File: src/rtl/pixel_coord_tagger.sv
// Ready/valid pixel stage that tags each accepted pixel with raster (x, y), frame
// flags and a frame index, buffered through a two-entry skid so ready_o is registered.
module pixel_coord_tagger #(
    parameter int DataWidth  = 8,
    parameter int CoordWidth = 10,
    parameter int FrameWidth = 8
) (
    input  logic                  clk_i,
    input  logic                  rst_ni,
    input  logic [CoordWidth-1:0] width_i,
    input  logic [CoordWidth-1:0] height_i,
    input  logic                  sync_i,
    input  logic                  valid_i,
    output logic                  ready_o,
    input  logic [DataWidth-1:0]  data_i,
    output logic                  valid_o,
    input  logic                  ready_i,
    output logic [DataWidth-1:0]  data_o,
    output logic [CoordWidth-1:0] x_o,
    output logic [CoordWidth-1:0] y_o,
    output logic                  sof_o,
    output logic                  eol_o,
    output logic                  eof_o,
    output logic [FrameWidth-1:0] frame_cnt_o
);

    typedef struct packed {
        logic [DataWidth-1:0]  data;
        logic [CoordWidth-1:0] x;
        logic [CoordWidth-1:0] y;
        logic                  sof;
        logic                  eol;
        logic                  eof;
        logic [FrameWidth-1:0] frame;
    } tag_t;

    typedef enum logic [1:0] {EMPTY, ONE, TWO} state_e;

    state_e                state_q, nx_state;
    logic                  ready_q, valid_q;
    tag_t                  main_q, skid_q, tag;
    logic [CoordWidth-1:0] x_q, y_q, base_x, base_y, nx_x, nx_y;
    logic [FrameWidth-1:0] f_q, base_f, nx_f;
    logic                  acc, take;

    assign acc  = valid_i && ready_q;
    assign take = valid_q && ready_i;

    // A sync restarts the raster before the pixel is tagged, whether or not one is accepted.
    always_comb begin
        base_x   = sync_i ? '0 : x_q;
        base_y   = sync_i ? '0 : y_q;
        base_f   = sync_i ? f_q + 1'b1 : f_q;
        tag.data = data_i;
        tag.x    = base_x;
        tag.y    = base_y;
        tag.eol  = base_x >= width_i;
        tag.eof  = (base_x >= width_i) && (base_y >= height_i);
        tag.sof  = (base_x == '0) && (base_y == '0);
        tag.frame = base_f;
        nx_x = base_x;
        nx_y = base_y;
        nx_f = base_f;
        if (acc) begin
            // >= rather than == keeps a mid-frame shrink to a single wrap.
            if (base_x < width_i) begin
                nx_x = base_x + 1'b1;
            end else begin
                nx_x = '0;
                if (base_y < height_i) begin
                    nx_y = base_y + 1'b1;
                end else begin
                    nx_y = '0;
                    nx_f = base_f + 1'b1;
                end
            end
        end
    end

    always_comb begin
        nx_state = state_q;
        case (state_q)
            EMPTY:   if (acc) nx_state = ONE;
            ONE:     if (acc && !take) nx_state = TWO;
                     else if (take && !acc) nx_state = EMPTY;
            TWO:     if (take) nx_state = ONE;
            default: nx_state = EMPTY;
        endcase
    end

    always_ff @(posedge clk_i) begin
        if (!rst_ni) begin
            state_q <= EMPTY;
            ready_q <= 1'b0;
            valid_q <= 1'b0;
            main_q  <= '0;
            skid_q  <= '0;
            x_q     <= '0;
            y_q     <= '0;
            f_q     <= '0;
        end else begin
            state_q <= nx_state;
            ready_q <= nx_state != TWO;
            valid_q <= nx_state != EMPTY;
            x_q     <= nx_x;
            y_q     <= nx_y;
            f_q     <= nx_f;
            case (state_q)
                EMPTY:   if (acc) main_q <= tag;
                ONE:     if (acc && take) main_q <= tag;
                         else if (acc) skid_q <= tag;
                TWO:     if (take) main_q <= skid_q;
                default: ;
            endcase
        end
    end

    assign ready_o     = ready_q;
    assign valid_o     = valid_q;
    assign data_o      = main_q.data;
    assign x_o         = main_q.x;
    assign y_o         = main_q.y;
    assign sof_o       = main_q.sof;
    assign eol_o       = main_q.eol;
    assign eof_o       = main_q.eof;
    assign frame_cnt_o = main_q.frame;

endmodule

File: config.mk
export PLATFORM = sky130hd
export DESIGN_NAME = pixel_coord_tagger
export DESIGN_NICKNAME = d
export VERILOG_FILES = /design/src/rtl/pixel_coord_tagger.sv
export SDC_FILE = /design/constraint.sdc
export NUM_CORES = 1
export LEC_CHECK = 0
export ABC_CLOCK_PERIOD_IN_PS = 5050
export BUFFER_PORTS_ARGS = -buffer_cell sky130_fd_sc_hd__buf_2
export CAP_MARGIN = 5
export CORE_AREA = 2 2 122 100
export CTS_CLUSTER_DIAMETER = 80
export CTS_CLUSTER_SIZE = 40
export DETAILED_ROUTE_END_ITERATION = 16
export DIE_AREA = 0 0 124 102
export PLACE_DENSITY = 0.7
export SLEW_MARGIN = 20
export SYNTH_ARGS = -nofsm -noshare
export SYNTH_HDL_FRONTEND = slang
export SYNTH_SLANG_ARGS = --single-unit
File: constraint.sdc
create_clock -name clk_i -period 5.05 [get_ports clk_i]
set_input_delay 1.01 -clock clk_i [delete_from_list [all_inputs] [get_ports clk_i]]
set_output_delay 1.01 -clock clk_i [all_outputs]
set_load 0.02 [all_outputs]
Word level (Yosys, flattened, before mapping)
Cells that the tools add are included.

word-level totals
  register bits after elaboration = 110
  bits in latches = 0
  memory bits (writable) = 0
  memory bits (read-only) = 0
  input port bits = 33
  output and inout bits = 41
  word-level logic and storage cells = 71
  memories kept = 0

cells by class
  $add $sub $neg = 4
  multipliers = 0
  div/mod/pow operators = 0
  $lt $le $gt $ge = 4
  eq/ne operators = 6
  shift operators = 0
  muxes and demuxes = 20
  bitwise logic cells = 1
  reduce and logical (&&, ||, !) cells = 16

operators by type and width
  operator                                                         count
  39-bit two-way mux                                               3
  39-bit case mux with 3 select lines                              1
  10-bit two-way mux                                               7
  8-bit two-way mux                                                4
  10-bit by 1-bit adder with 10-bit output, second input constant  2
  10-bit >= comparator                                             2
  10-bit logical NOT                                               2
  10-bit less-than comparator                                      2
  8-bit by 1-bit adder with 8-bit output, second input constant    2
  2-bit two-way mux                                                4
  2-bit != test, second input constant                             4
  1-bit logical AND                                                7
  2-bit case mux with 3 select lines                               1
  4-bit AND reduction                                              1
  3-bit AND reduction                                              1
  3-bit nonzero test                                               1
  2-bit by 1-bit == test with 1-bit output, second input constant  1
  2-bit == test, second input constant                             1
  1-bit logical NOT                                                2
  2-bit logical NOT                                                1
  2-bit nonzero test                                               1
  1-bit inverter                                                   1

Longest topological paths before layout
  depth after elaboration = 7
  mapped depth = 15
  depth with buffers taken out = 9

Least setup slack after synthesis
No wires, ideal clock.

  kind = input port to flip-flop
  from = input sync_i
  to = register f_q[7]
  setup time = 0.129 ns
  data arrival time = 3.626 ns
  required time = 4.921 ns
  path slack = 1.295 ns
  stages on the path = 15
  path buffers = 6
  path through = buf_6 > buf_6 > buf_2 > clkbuf_1 > nand2b_1 > inv_1 > ha_1 > nand4_1 > or2_2 > a211oi_1 > nor3_1 > buf_2 > buf_2 > o31ai_1 > o41ai_1

between the ends
  longest elaborated chain between the ends = 5
  elaborated cells on any way between the ends = 9
  those cells by class = add/sub (1); order compare (2); mux (6)

ends and longest elaborated chain
  element                      RTL line  RTL
  start, declared              12        input logic sync_i,
  10-bit two-way mux           52        base_y = sync_i ? '0 : y_q;
  via base_y[9]                42        logic [CoordWidth-1:0] x_q, y_q, base_x, base_y, nx_x, nx_y;
  10-bit less-than comparator  70        if (base_y < height_i) begin
  8-bit two-way mux            70
  8-bit two-way mux            66        if (base_x < width_i) begin
  8-bit two-way mux            64        if (acc) begin
  end signal, assigned         107       f_q <= nx_f;
  end, declared                43        logic [FrameWidth-1:0] f_q, base_f, nx_f;

The timed path passes the listed nets, and every way through them passes these cells.
A chain may end at the register's enable or synchronous reset.

Final worst setup path
  from = input sync_i
  to = register f_q[6]

between the ends
  longest elaborated chain between the ends = 5
  elaborated cells on any way between the ends = 9
  those cells by class = add/sub (1); order compare (2); mux (6)

ends and longest elaborated chain
  element                                                                                       RTL line
  8-bit two-way mux / 10-bit two-way mux (equally long branches)                                53, 52
  8-bit by 1-bit adder with 8-bit output / 10-bit less-than comparator (equally long branches)  74, 70
  8-bit two-way mux                                                                             70
  8-bit two-way mux                                                                             66
  8-bit two-way mux (*)                                                                         64

Every way passes the cells marked *; elsewhere a longest branch is shown, timed or not.

==> results.md <==
- Status: completed
- Syn_nets: a little under 800
- Core ar.: between 10000 and 15000 um^2
- Critical Path AT: between 4000 and 5000 ps
- Routed Antenna Nets: 0
- Share of layout cells above drive strength 1: 0.144
- Netlist Area Pre-Place: roughly 5600 um^2
- Placement row count: 35
- Worst R2R Start: x_q[6]$_SDFF_PN0_
- Die area: ~13000 um^2
- Sequential area share after synthesis: 0.394
- Clock tree buffer depth: 2
- CP Class: input port to flip-flop
- Clock Pin Slew Worst Setup and Hold Paths: roughly 70 ps
- Static leakage: 2.55 nW
- Most common cell after layout, fill and taps aside: nand2_1
- Worst EP required: 5320 ps
- Final setup viols: 0
- Layout area overhead: 11.9%
- Slew Limit Headroom: 0.281
- Average vias per placed instance: between 5 and 6
- Hold Path Depth: 2
- Clock sink count: 110
- Post-CTS setup repair buffer count: 0
- Wire per inst: roughly 16 um
- Final Slew Violations: 0
- Hold Path Origin: frame_cnt_o[3]$_SDFFE_PN0P_
- Post-CTS sizing: 0
- Routed WL: approximately 14 mm
- DIE HEIGHT: just over 100 um
- CTS tree: done
- Final GP Congestion: ~0.86
- Clock Latency Late Sink: 350 ps
- Initial antenna violation count: 0
- GRT overflow: 0
- Reg2Reg Depth: 8
- Final instance area: 6260 um^2
- Placed Area: about 6000 um^2
- EDFF count, synth: 0
- #FFs+latches synth: between 100 and 150
- Final period util: 0.753
- Die width: approximately 120 um
- Starting DRT DRC Count: roughly 440
- Final TNS setup: 0 ps
- Final Skew: roughly 3.6 ps
- Synthesized instance count: 716
- Layout Nets: 808
- First-pass DRT Iterations: 5
- Yosys cell types: between 50 and 60
- Final Worst Setup Slack: around 1200 ps
- Vias post-DR: about 5100
- Ys async rst share: 0
- Most used DFF post-synth: dfxtp_1
- Yosys warning total: 0
- CTS Hold Buffers Added: 0
- FMAX: 263 MHz
- Synth Area per Inst: roughly 8 um^2
- Final Hold Vio Count: 0
- Crit path to: f_q[6]$_SDFF_PN0_
- # port buffers: between 70 and 80
- Most frequent cells in the layout: 128 x nand2_1, 110 x dfxtp_1, 76 x nor2_1
- Largest net degree at the start of global routing: 53
- Post-route insts no fill: between 900 and 1000
- R2R Setup Slk: ~2100 ps
- Initial Utilization: 0.491
- Diodes inserted: 0
- Worst Path Max Fanout: 37
- Max_cap viols: 0
- Root buf cell: clkbuf_16
- Post-route DRC: 0
- Worst vdd ir: about 0.15 mV
- Vias in the first global route: roughly 4700
- CP startpoint kind: input port
- RSZ-0062 raised after global routing: false
- Worst R2R End: f_q[6]$_SDFF_PN0_
- Pwr/cell area: about 290 nW/um^2
- Min Tclk post-route: between 3000 and 4000 ps
- First-pass GRT wire length: 23.1 mm
- Setup crit start: sync_i
- Cts bufs inserted: 9
- GRT Overall Usage: 0.233
- CP endpoint kind: flip-flop
- Pre-CTS setup slack: ~800 ps
- Ports: 74
- HPWL after DPL: just under 10 mm
- H-tree depth: 3
- Tightest Hold Check Type: flip-flop to flip-flop
- Worst Max-Slew Pin Slew: 1080 ps
- Placed cell count: 890
[power breakdown]
part / internal [W] / switching [W]
Sequential: 0.000899 / 0.0000204
Clock: 0.000332 / 0.000320
Combinational: 0.0000750 / 0.000148
Total: 0.00131 / 0.000489
[how the worst min path moves through the flow]
stage	end	slack, ps
after floorplan	skid_q[10]$_SDFFE_PN0P_	440
after detailed placement	skid_q[26]$_SDFFE_PN0P_	450
after global placement	frame_cnt_o[7]$_SDFFE_PN0P_	440
final	frame_cnt_o[3]$_SDFFE_PN0P_	460
after CTS	skid_q[26]$_SDFFE_PN0P_	460
after global routing	skid_q[29]$_SDFFE_PN0P_	470
[routing by layer]
metal  vias to the layer above  share of wire  track usage  routed length [um]
met2                       125           0.48        0.405                6890
met3                        16          0.046       0.0396                 670
met1                      2384           0.47        0.301                6710
met4                         0          0.011       0.0596                 163
li1                       2544              -            -                   -
met5                         -              0            0                   0
[kinds of logic (layout without fill, tap and decap cells)]
kind of cell / count (synthesis) / after routing / synth area share
AOI/OAI and AO/OA: 152 / 152 / 0.188
DFF: 110 / 110 / 0.394
and+or+nand+nor: 317 / 317 / 0.264
buffers and inverters: 92 / 133 / 0.0669
adders and majority gates: 23 / 23 / 0.0510
xor gates and xnor gates: 22 / 22 / 0.0358
[synth_stat cells (all sizes together), types with 4 or more instances]
cell type  instances  share of area
nor2              76          0.051
o211ai             9          0.012
nand2b            17          0.019
a21oi             60          0.054
nand4              6         0.0067
o21bai             5         0.0067
nor2b             10          0.012
nand2            129          0.088
a311oi            19          0.030
xnor2             16          0.025
ha                22          0.049
o21ai              6         0.0054
nor3              21          0.019
o32ai              4         0.0063
o31a               4         0.0063
nor4               9          0.013
xor2               6          0.011
clkbuf            39          0.026
a211oi            23          0.031
or3                7         0.0078
dfxtp            110           0.39
nand3             14          0.013
buf               16          0.016
inv               36          0.024
and3              11          0.012
[stage by stage]
stage,util,hold WS (ps),power [W]
detailed placement,0.526,447,0.00116
global placement,0.526,439,0.00116
floorplan,-,437,0.00109
global route,0.550,469,0.00186
finish,0.550,456,0.00180
CTS,0.548,456,0.00181
[final cells by class]
type / count / area [um^2]
clock buffers: 11 / 233
clock inverters: 4 / 23.8
multi-input cells: 514 / 3050
flip-flops and latches: 110 / 2200
repair buffers: 81 / 425
fillers: 1104 / 5130
well taps: 148 / 185
inverters: 37 / 139
[sequential cells by signal, summed over array words and instances, names as in the netlist]
register,flops
sof_o,1
y_q,10
state_q,2
f_q,8
eol_o,1
x_o,10
eof_o,1
skid_q,39
frame_cnt_o,8
data_o,8
ready_o,1
x_q,10
valid_o,1
y_o,10
[critical path: stages]
cell and delay [ps]:
buf_2 510, nor2b_1 270, ha_1 380, nand4_1 200
or2_2 370, a211oi_1 460, nor3_4 210, or4_1 510
a21oi_1 140
(Power assumes the default switching activity.)
